--- config.mk ---
export PLATFORM = sky130hd
export DESIGN_NAME = gate_test_sequencer
export DESIGN_NICKNAME = d
export VERILOG_FILES = /design/src/rtl/gate_seq_pkg.sv /design/src/rtl/gate_seq_expected.sv /design/src/rtl/gate_test_sequencer.sv
export SDC_FILE = /design/constraint.sdc
export NUM_CORES = 1
export LEC_CHECK = 0
export BUFFER_PORTS_ARGS = -buffer_cell sky130_fd_sc_hd__buf_2
export CAP_MARGIN = 20
export CORE_MARGIN = 2
export CORE_UTILIZATION = 35
export CTS_CLUSTER_DIAMETER = 120
export DETAILED_ROUTE_END_ITERATION = 12
export GPL_ROUTABILITY_DRIVEN = 0
export PLACE_DENSITY = 0.52
export SYNTH_ARGS = -nofsm -noshare
export SYNTH_HDL_FRONTEND = slang
export SYNTH_HIERARCHICAL = 1
export SYNTH_SLANG_ARGS = --single-unit
--- constraint.sdc ---
create_clock -name clk -period 2.1 [get_ports clk]
set_clock_uncertainty 0.1 [all_clocks]
set_input_delay 0.42 -clock clk [delete_from_list [all_inputs] [get_ports clk]]
set_output_delay 0.42 -clock clk [all_outputs]
set_load 0.005 [all_outputs]
--- src/rtl/gate_seq_pkg.sv ---
// Shared types and limits for the gate test sequencer.
// Golden-function selectors and sweep limits live here.
package gate_seq_pkg;

  typedef enum logic [2:0] {
    S_IDLE,
    S_APPLY,
    S_WAIT,
    S_CHECK,
    S_DONE
  } gate_seq_state_t;

  localparam int OP_NOT     = 0;
  localparam int OP_BUF     = 1;
  localparam int MAX_WIDTH  = 8;
  localparam int MAX_SETTLE = 15;

endpackage

--- src/rtl/gate_seq_expected.sv ---
// Combinational golden model of the gate under test.
// New gate kinds extend only this module and the package.
module gate_seq_expected
  import gate_seq_pkg::*;
#(
  parameter int WIDTH = 1,
  parameter int OP    = OP_NOT
) (
  input  logic [WIDTH-1:0] a_i,
  output logic [WIDTH-1:0] y_o
);

  always_comb begin
    y_o = '0;
    unique case (1'b1)
      (OP == OP_BUF): y_o = a_i;
      default:        y_o = ~a_i;
    endcase
  end

endmodule

--- src/rtl/gate_test_sequencer.sv ---
// Exhaustive stimulus/compare sequencer for a WIDTH-bit gate.
// Walks all 2^WIDTH vectors, counts mismatches, keeps the first.
module gate_test_sequencer
  import gate_seq_pkg::*;
#(
  parameter int WIDTH  = 1,
  parameter int SETTLE = 1,
  parameter int OP     = OP_NOT,
  parameter int ERR_W  = 8
) (
  input  logic             clk,
  input  logic             rst_n,
  input  logic             start,
  input  logic             abort,
  output logic [WIDTH-1:0] dut_a,
  input  logic [WIDTH-1:0] dut_y,
  output logic             busy,
  output logic             done,
  output logic             pass,
  output logic [ERR_W-1:0] err_count,
  output logic [WIDTH-1:0] first_fail,
  output logic             first_fail_valid
);

  localparam logic [WIDTH:0] IDX_LAST = (WIDTH+1)'((1 << WIDTH) - 1);
  localparam logic [WIDTH:0] IDX_ONE  = (WIDTH+1)'(1);
  localparam logic [3:0]     SET_M1   = 4'(SETTLE - 1);
  localparam logic [ERR_W-1:0] ERR_MAX = '1;
  localparam logic [ERR_W-1:0] ERR_ONE = ERR_W'(1);

  gate_seq_state_t  state_q, state_d;
  logic [WIDTH:0]   idx_q, idx_d;
  logic [3:0]       cnt_q, cnt_d;
  logic [WIDTH-1:0] a_q, a_d;
  logic [ERR_W-1:0] err_q, err_d;
  logic [WIDTH-1:0] ff_q, ff_d;
  logic             ffv_q, ffv_d;
  logic             pass_q, pass_d;
  logic [WIDTH-1:0] y_exp;
  logic             mism;

  gate_seq_expected #(
    .WIDTH (WIDTH),
    .OP    (OP)
  ) u_exp (
    .a_i (a_q),
    .y_o (y_exp)
  );

  assign mism = (dut_y != y_exp);

  always_comb begin
    state_d = state_q;
    idx_d   = idx_q;
    cnt_d   = cnt_q;
    a_d     = a_q;
    err_d   = err_q;
    ff_d    = ff_q;
    ffv_d   = ffv_q;
    pass_d  = pass_q;
    // abort freezes results and parks the stimulus at 0
    if (abort && (state_q != S_IDLE)) begin
      state_d = S_IDLE;
      a_d     = '0;
    end else begin
      unique case (state_q)
        S_IDLE: begin
          if (start && !abort) begin
            err_d   = '0;
            pass_d  = 1'b0;
            ff_d    = '0;
            ffv_d   = 1'b0;
            idx_d   = '0;
            state_d = S_APPLY;
          end
        end
        S_APPLY: begin
          a_d     = idx_q[WIDTH-1:0];
          cnt_d   = SET_M1;
          state_d = (SETTLE > 0) ? S_WAIT : S_CHECK;
        end
        S_WAIT: begin
          if (cnt_q == 4'd0) state_d = S_CHECK;
          else cnt_d = cnt_q - 4'd1;
        end
        S_CHECK: begin
          if (mism) begin
            if (err_q != ERR_MAX) err_d = err_q + ERR_ONE;
            if (!ffv_q) begin
              ff_d  = a_q;
              ffv_d = 1'b1;
            end
          end
          if (idx_q == IDX_LAST) begin
            state_d = S_DONE;
          end else begin
            idx_d   = idx_q + IDX_ONE;
            state_d = S_APPLY;
          end
        end
        S_DONE: begin
          pass_d  = (err_q == '0);
          a_d     = '0;
          state_d = S_IDLE;
        end
        default: state_d = S_IDLE;
      endcase
    end
  end

  always_ff @(posedge clk or negedge rst_n) begin
    if (!rst_n) begin
      state_q <= S_IDLE;
      idx_q   <= '0;
      cnt_q   <= '0;
      a_q     <= '0;
      err_q   <= '0;
      ff_q    <= '0;
      ffv_q   <= 1'b0;
      pass_q  <= 1'b0;
    end else begin
      state_q <= state_d;
      idx_q   <= idx_d;
      cnt_q   <= cnt_d;
      a_q     <= a_d;
      err_q   <= err_d;
      ff_q    <= ff_d;
      ffv_q   <= ffv_d;
      pass_q  <= pass_d;
    end
  end

  assign dut_a            = a_q;
  assign busy             = (state_q != S_IDLE);
  assign done             = (state_q == S_DONE) && !abort;
  assign pass             = pass_q;
  assign err_count        = err_q;
  assign first_fail       = ff_q;
  assign first_fail_valid = ffv_q;

endmodule

* Yosys cells after proc, flatten, opt, wreduce, memory -nomap -nowiden *
Index checks and enable logic that the tools add are counted.

operators by class
  equal/unequal tests = 15
  bitwise logic cells = 2
  multiplexer cells = 23
  reduce and logical (&&, ||, !) cells = 19
  add/subtract/negate cells = 3

operator list
  cell                                               count
  2-to-1 mux 8 bit                                   3
  one-hot mux 8 bit (2 select lines)                 1
  2-to-1 mux 3 bit                                   4
  inequality test 2 bit (second input constant)      6
  one-hot mux 3 bit (4 select lines)                 1
  AND reduction 5 bit                                2
  adder 8 x 1 -> 8 bit (second input constant)       1
  zero test 8 bit                                    1
  inequality test 8 bit (second input constant)      1
  one-hot mux 1 bit (2 select lines)                 4
  one-hot mux 4 bit (2 select lines)                 1
  AND reduction 4 bit                                2
  == test 3 x 2 -> 1 bit (second input constant)     2
  inequality test 3 bit (second input constant)      2
  AND reduction 3 bit                                2
  nonzero test 2 bit                                 3
  nonzero test 3 bit                                 2
  2-to-1 mux 1 bit                                   5
  zero test 4 bit                                    1
  2-to-1 mux 2 bit                                   2
  2-to-1 mux 4 bit                                   1
  one-hot mux 2 bit (2 select lines)                 1
  subtractor 4 x 1 -> 4 bit (second input constant)  1
  == test 3 x 1 -> 1 bit (second input constant)     1
  9 further kinds                                    12

word-level totals
  input port bits = 5
  flip-flop bits (word level) = 21
  output and inout bits = 14
  word-level logic and storage cells = 70

* Depth between registers and ports, before layout *
  depth in word-level cells = 5
  depth in mapped cells = 6
  gate-level depth less buffers = 6

* Cells and area by module *
The synthesis kept the hierarchy.

modules (own cells, without submodules)
  module               instances  sequential area each (um2)  cells each  area an instance (um2)
  gate_test_sequencer  1          525.5                       135         1,209.9
  gate_seq_expected    1          0.0                         1           3.8

* Worst setup path before layout *
OpenSTA, ideal clock, no wires.

  kind = reg2reg
  start point = reg err_q[0] (netlist: err_count[0])
  end point = reg err_q[1] (netlist: err_count[1])
  period minus slack after synthesis = 1.603 ns
  path slack = 0.497 ns
  stages on the path, launching flop included = 6
  path buffers = 0
  data required time = 1.871 ns
  arrival time = 1.374 ns
  cells stage by stage = dfrtp_1 > ha_1 > nand3_1 > nor3_1 > o21ai_4 > mux2i_1

on the way
  cells in the longest elaborated chain, start to end = 4
  elaborated cells between the ends (all ways) = 7
  those cells by class = 1 x add/sub; 2 x eq/ne; 3 x mux; 1 x reduce/logical

RTL lines
  item                                RTL line                    RTL
  start, declared                     gate_test_sequencer.sv:35   logic [ERR_W-1:0] err_q, err_d;
  start signal, assigned              gate_test_sequencer.sv:126  err_q <= err_d;
  adder 8 x 1 -> 8 bit                gate_test_sequencer.sv:88   if (err_q != ERR_MAX) err_d = err_q + ERR_ONE;
  2-to-1 mux 8 bit                    gate_test_sequencer.sv:88
  2-to-1 mux 8 bit                    gate_test_sequencer.sv:87   if (mism) begin
  one-hot mux 8 bit (2 select lines)  gate_test_sequencer.sv:66   unique case (state_q)

Several ways; a longest one is shown, not always the timed one. The select of a mux whose other input is x is not followed.
A chain may end at the register's enable or synchronous reset.

* Final worst setup path *
  start point = reg state_q[0]
  end point = out done

on the way
  cells in the longest elaborated chain, start to end = 2

RTL lines
  item                    RTL line                    RTL
  start, declared         gate_test_sequencer.sv:31   gate_seq_state_t state_q, state_d;
  start signal, assigned  gate_test_sequencer.sv:122  state_q <= state_d;
  == test 3 bit           gate_test_sequencer.sv:135  assign done = (state_q == S_DONE) && !abort;
  logical AND 1 bit       gate_test_sequencer.sv:135
  end, declared           gate_test_sequencer.sv:18   output logic done,

Every way passes these cells.

==> impl_results.md <==
- TNS Setup: 0 ns
- Starting Density: between 30% and 40%
- Post-Route WL: around 2.8 mm
- Nets: ~170
- Most area-hungry cell type in the Yosys netlist: dfrtp_1
- Compound-Gate Fraction of Synth Area: a little over a fifth
- Buffers on Ports: 18
- Post-CTS setup buffer count: 0
- Die Span X: approximately 63 um
- Worst R2R Start: state_q[0]
- FFs w/ async S/R, synth: 100%
- XOR/XNOR Fraction of Synth Area: less than 1%
- Post-synthesis mux area share: less than 1%
- Synth Instances: ~140
- Placed Cells: between 150 and 200
- Seq cells post-synth: 21
- Status: complete, no violations
- I/O pin count: 19
- Hold wc startpoint: start
- Hold Fails Final Rpt: 0
- Most common cell in the netlist: dfrtp_1
- Wire per inst: 13.5 um
- Final Max Tran Viols: 0
- Iter 0 DRT Violations: 47
- First-pass GRT wire length: 5.01 mm
- Fmax achieved: 518 MHz
- Power per cell area: roughly 560 nW/um^2
- Mapped Nets: between 100 and 150
- Ys Warns: 6
- Clk buf depth: 2
- Core Area: between 3000 and 4000 um^2
- Avg Cell Area, Syn: between 8 and 9 um^2
- Clock network power share: 26.1%
- Antenna Cells: 0
- Worst-Margin Slew: 0.540 ns
- Final Util: between 40% and 50%
- Post-Synth Simple-Gate Area: 25.4%
- Number of global-route vias before repair: roughly 1,000
- Max cap viols: 0
- Total GRT Usage: 15.7%
- CTS root buffer: clkbuf_4
- Worst Setup SP: state_q[0]
- CP Data Required Time: between 1.5 and 2 ns
- Adder-Cell Fraction of Synth Area: 4.12%
- Dpl hpwl: 1.97 mm
- Post-synth EDFFs: 0
- Switch share: around 30%
- Final setup vio count: 0
- Setup CP Type: flip-flop to primary output
- Final instance area: around 1400 um^2
- Via density: about 5.3
- TritonCTS clock tree: yes
- Leakage power: 0.654 nW
- Non-filler cells, final: ~200
- Initial DRT Pass Iterations: 5
- Yosys cell types: 40
- Clock sinks: 21
- Mapped Area: roughly 1200 um^2
- Routed Antenna Nets: 0
- # rows: 21
- Pin count of the biggest net entering global routing: 22
- Worst min-delay path category: input pin to flip-flop
- Inserted Clock Buffers: 3
- Die ar.: about 4000 um^2
- Post-synth top area share: 43.3%
- Layout area overhead: 16.5%
- Maximum VDD drop: 425 uV
- Sequential share of the synthesized area: about 43%
- Area contributors post-synth: dfrtp_1 (43%), nand2_1 (4.6%), ha_1 (4.1%)
- Logic gate share of total power: 16.0%
- Worst EP arrival: about 1.4 ns
- Total number of H-tree levels: 1
- Main combinational cell family by area after synthesis: simple AND/OR/NAND/NOR gates
- Total power: 786 uW
- Headroom to the max-slew limit: between 60% and 70%
- Top_reg_cell synth: dfrtp_1
- DR vias: ~1,100
- Clock Latency Late Sink: around 0.31 ns
- Crit share post-route: between 90% and 100%
- P_int: 549 uW
- Crit path launch type: flip-flop
- Drt drc: 0
- CTS clk-pin slew, worst paths: 0.12 ns
- Final worst path period need: 1.93 ns
- GR Overflow Total: 0
- Die Y: around 63 um
- Worst Setup End Kind: primary output
- Layout cells sized above 1: between 20% and 30%
- Seq pwr share: 57.9%
- Maximum fanout along the worst path: 16
- Sw Pwr: about 240 uW
- Top cells by instance count after synthesis: dfrtp_1 (21), nand2_1 (15), nor2_1 (11), a21oi_1 (9), o21ai_0 (9)
- RSZ-0062 raised after global routing: no
- Placed cell area: between 1000 and 1500 um^2
- Initial antenna violation count: 0
==> path summary, 6_finish.rpt <==
path                                     to  slack, ns  cells after the start
max                                    done       0.17                      2
min                        first_fail_valid       0.23                      2
max reg2reg                    err_count[1]       0.26                      4
min reg2reg                        idx_q[1]       0.40                      1
max in group asynchronous          cnt_q[1]       1.08                      2
min in group asynchronous          cnt_q[3]       0.50                      2
==> power groups by stage <==
| stage | sequential (mW) | combinational [mW] | clock, mW |
|---|---|---|---|
| 2_1_floorplan | 0.450 | 0.0841 | 0 |
| 4_1_cts | 0.455 | 0.128 | 0.216 |
| 5_1_grt | 0.460 | 0.146 | 0.225 |
| 3_5_place_dp | 0.462 | 0.125 | 0 |
| 3_3_place_gp | 0.461 | 0.125 | 0 |
| 6_report | 0.455 | 0.126 | 0.205 |
==> flip-flops by register name (all words and copies together), names as in the netlist <==
signal / cells
err_count: 8
cnt_q: 4
state_q: 3
idx_q: 2
dut_a: 1
first_fail: 1
first_fail_valid: 1
pass: 1
==> metrics by stage <==
step | hold WS, ns | worst slack (ns)
2_1_floorplan | 0.0244 | 0.497
3_3_place_gp | 0.319 | 0.304
3_5_place_dp | 0.314 | 0.299
4_1_cts | 0.223 | 0.122
5_1_grt | 0.251 | 0.0611
6_report | 0.235 | 0.170
==> cell type report <==
type / count / area (um^2)
tap: 46 / 57.6
fill: 357 / 1920
sequential: 21 / 526
inverter: 8 / 30.0
clock buffer: 3 / 22.5
multi-input combinational: 102 / 643
timing repair buffer: 23 / 130
clock inverter: 1 / 5.00
==> cell usage in the layout, fill, tap and decap left out, types with 3 or more instances in the layout <==
cell type	netlist	routed
nor4_1	3	3
a21oi_1	9	9
clkbuf_4	0	3
ha_1	4	4
nand3_1	4	4
o21ai_0	9	9
nand2b_1	4	4
nand2_1	15	15
a21o_1	4	4
a31oi_1	5	5
buf_2	2	18
buf_4	0	4
nor3_1	4	4
inv_1	8	8
dfrtp_1	21	21
nor2_1	11	11
==> metal layers <==
metal	global-route usage [%]	part of all wire, %
met3	3.96	4.6
met5	0	0
met1	22.0	49
met4	2.50	0.65
met2	24.9	46
==> kinds of logic (layout without fill, tap and decap cells) <==
kind of cell    count (synthesis)  after routing
compound gates                 39             39
xor+xnor                        1              1
fa+ha+maj                       4              4
buf+inv                        13             35
flops                          21             21
mux                             1              1
simple gates                   57             57
==> worst max-delay path, stage by stage, from the launching register on <==
cell	delay [ns]
dfrtp_1	0.56
nor4b_2	0.37
buf_2	0.17
==> what timing repair did <==
| action | 4_1_cts | 5_1_grt |
|---|---|---|
| endpoints found under the setup margin | 1 | 0 |
| resized for setup | 1 | 0 |
| hold buffers | 1 | 0 |
| endpoints found under the hold margin | 21 | 0 |
No activity file was read; power rests on OpenSTA's default activity.
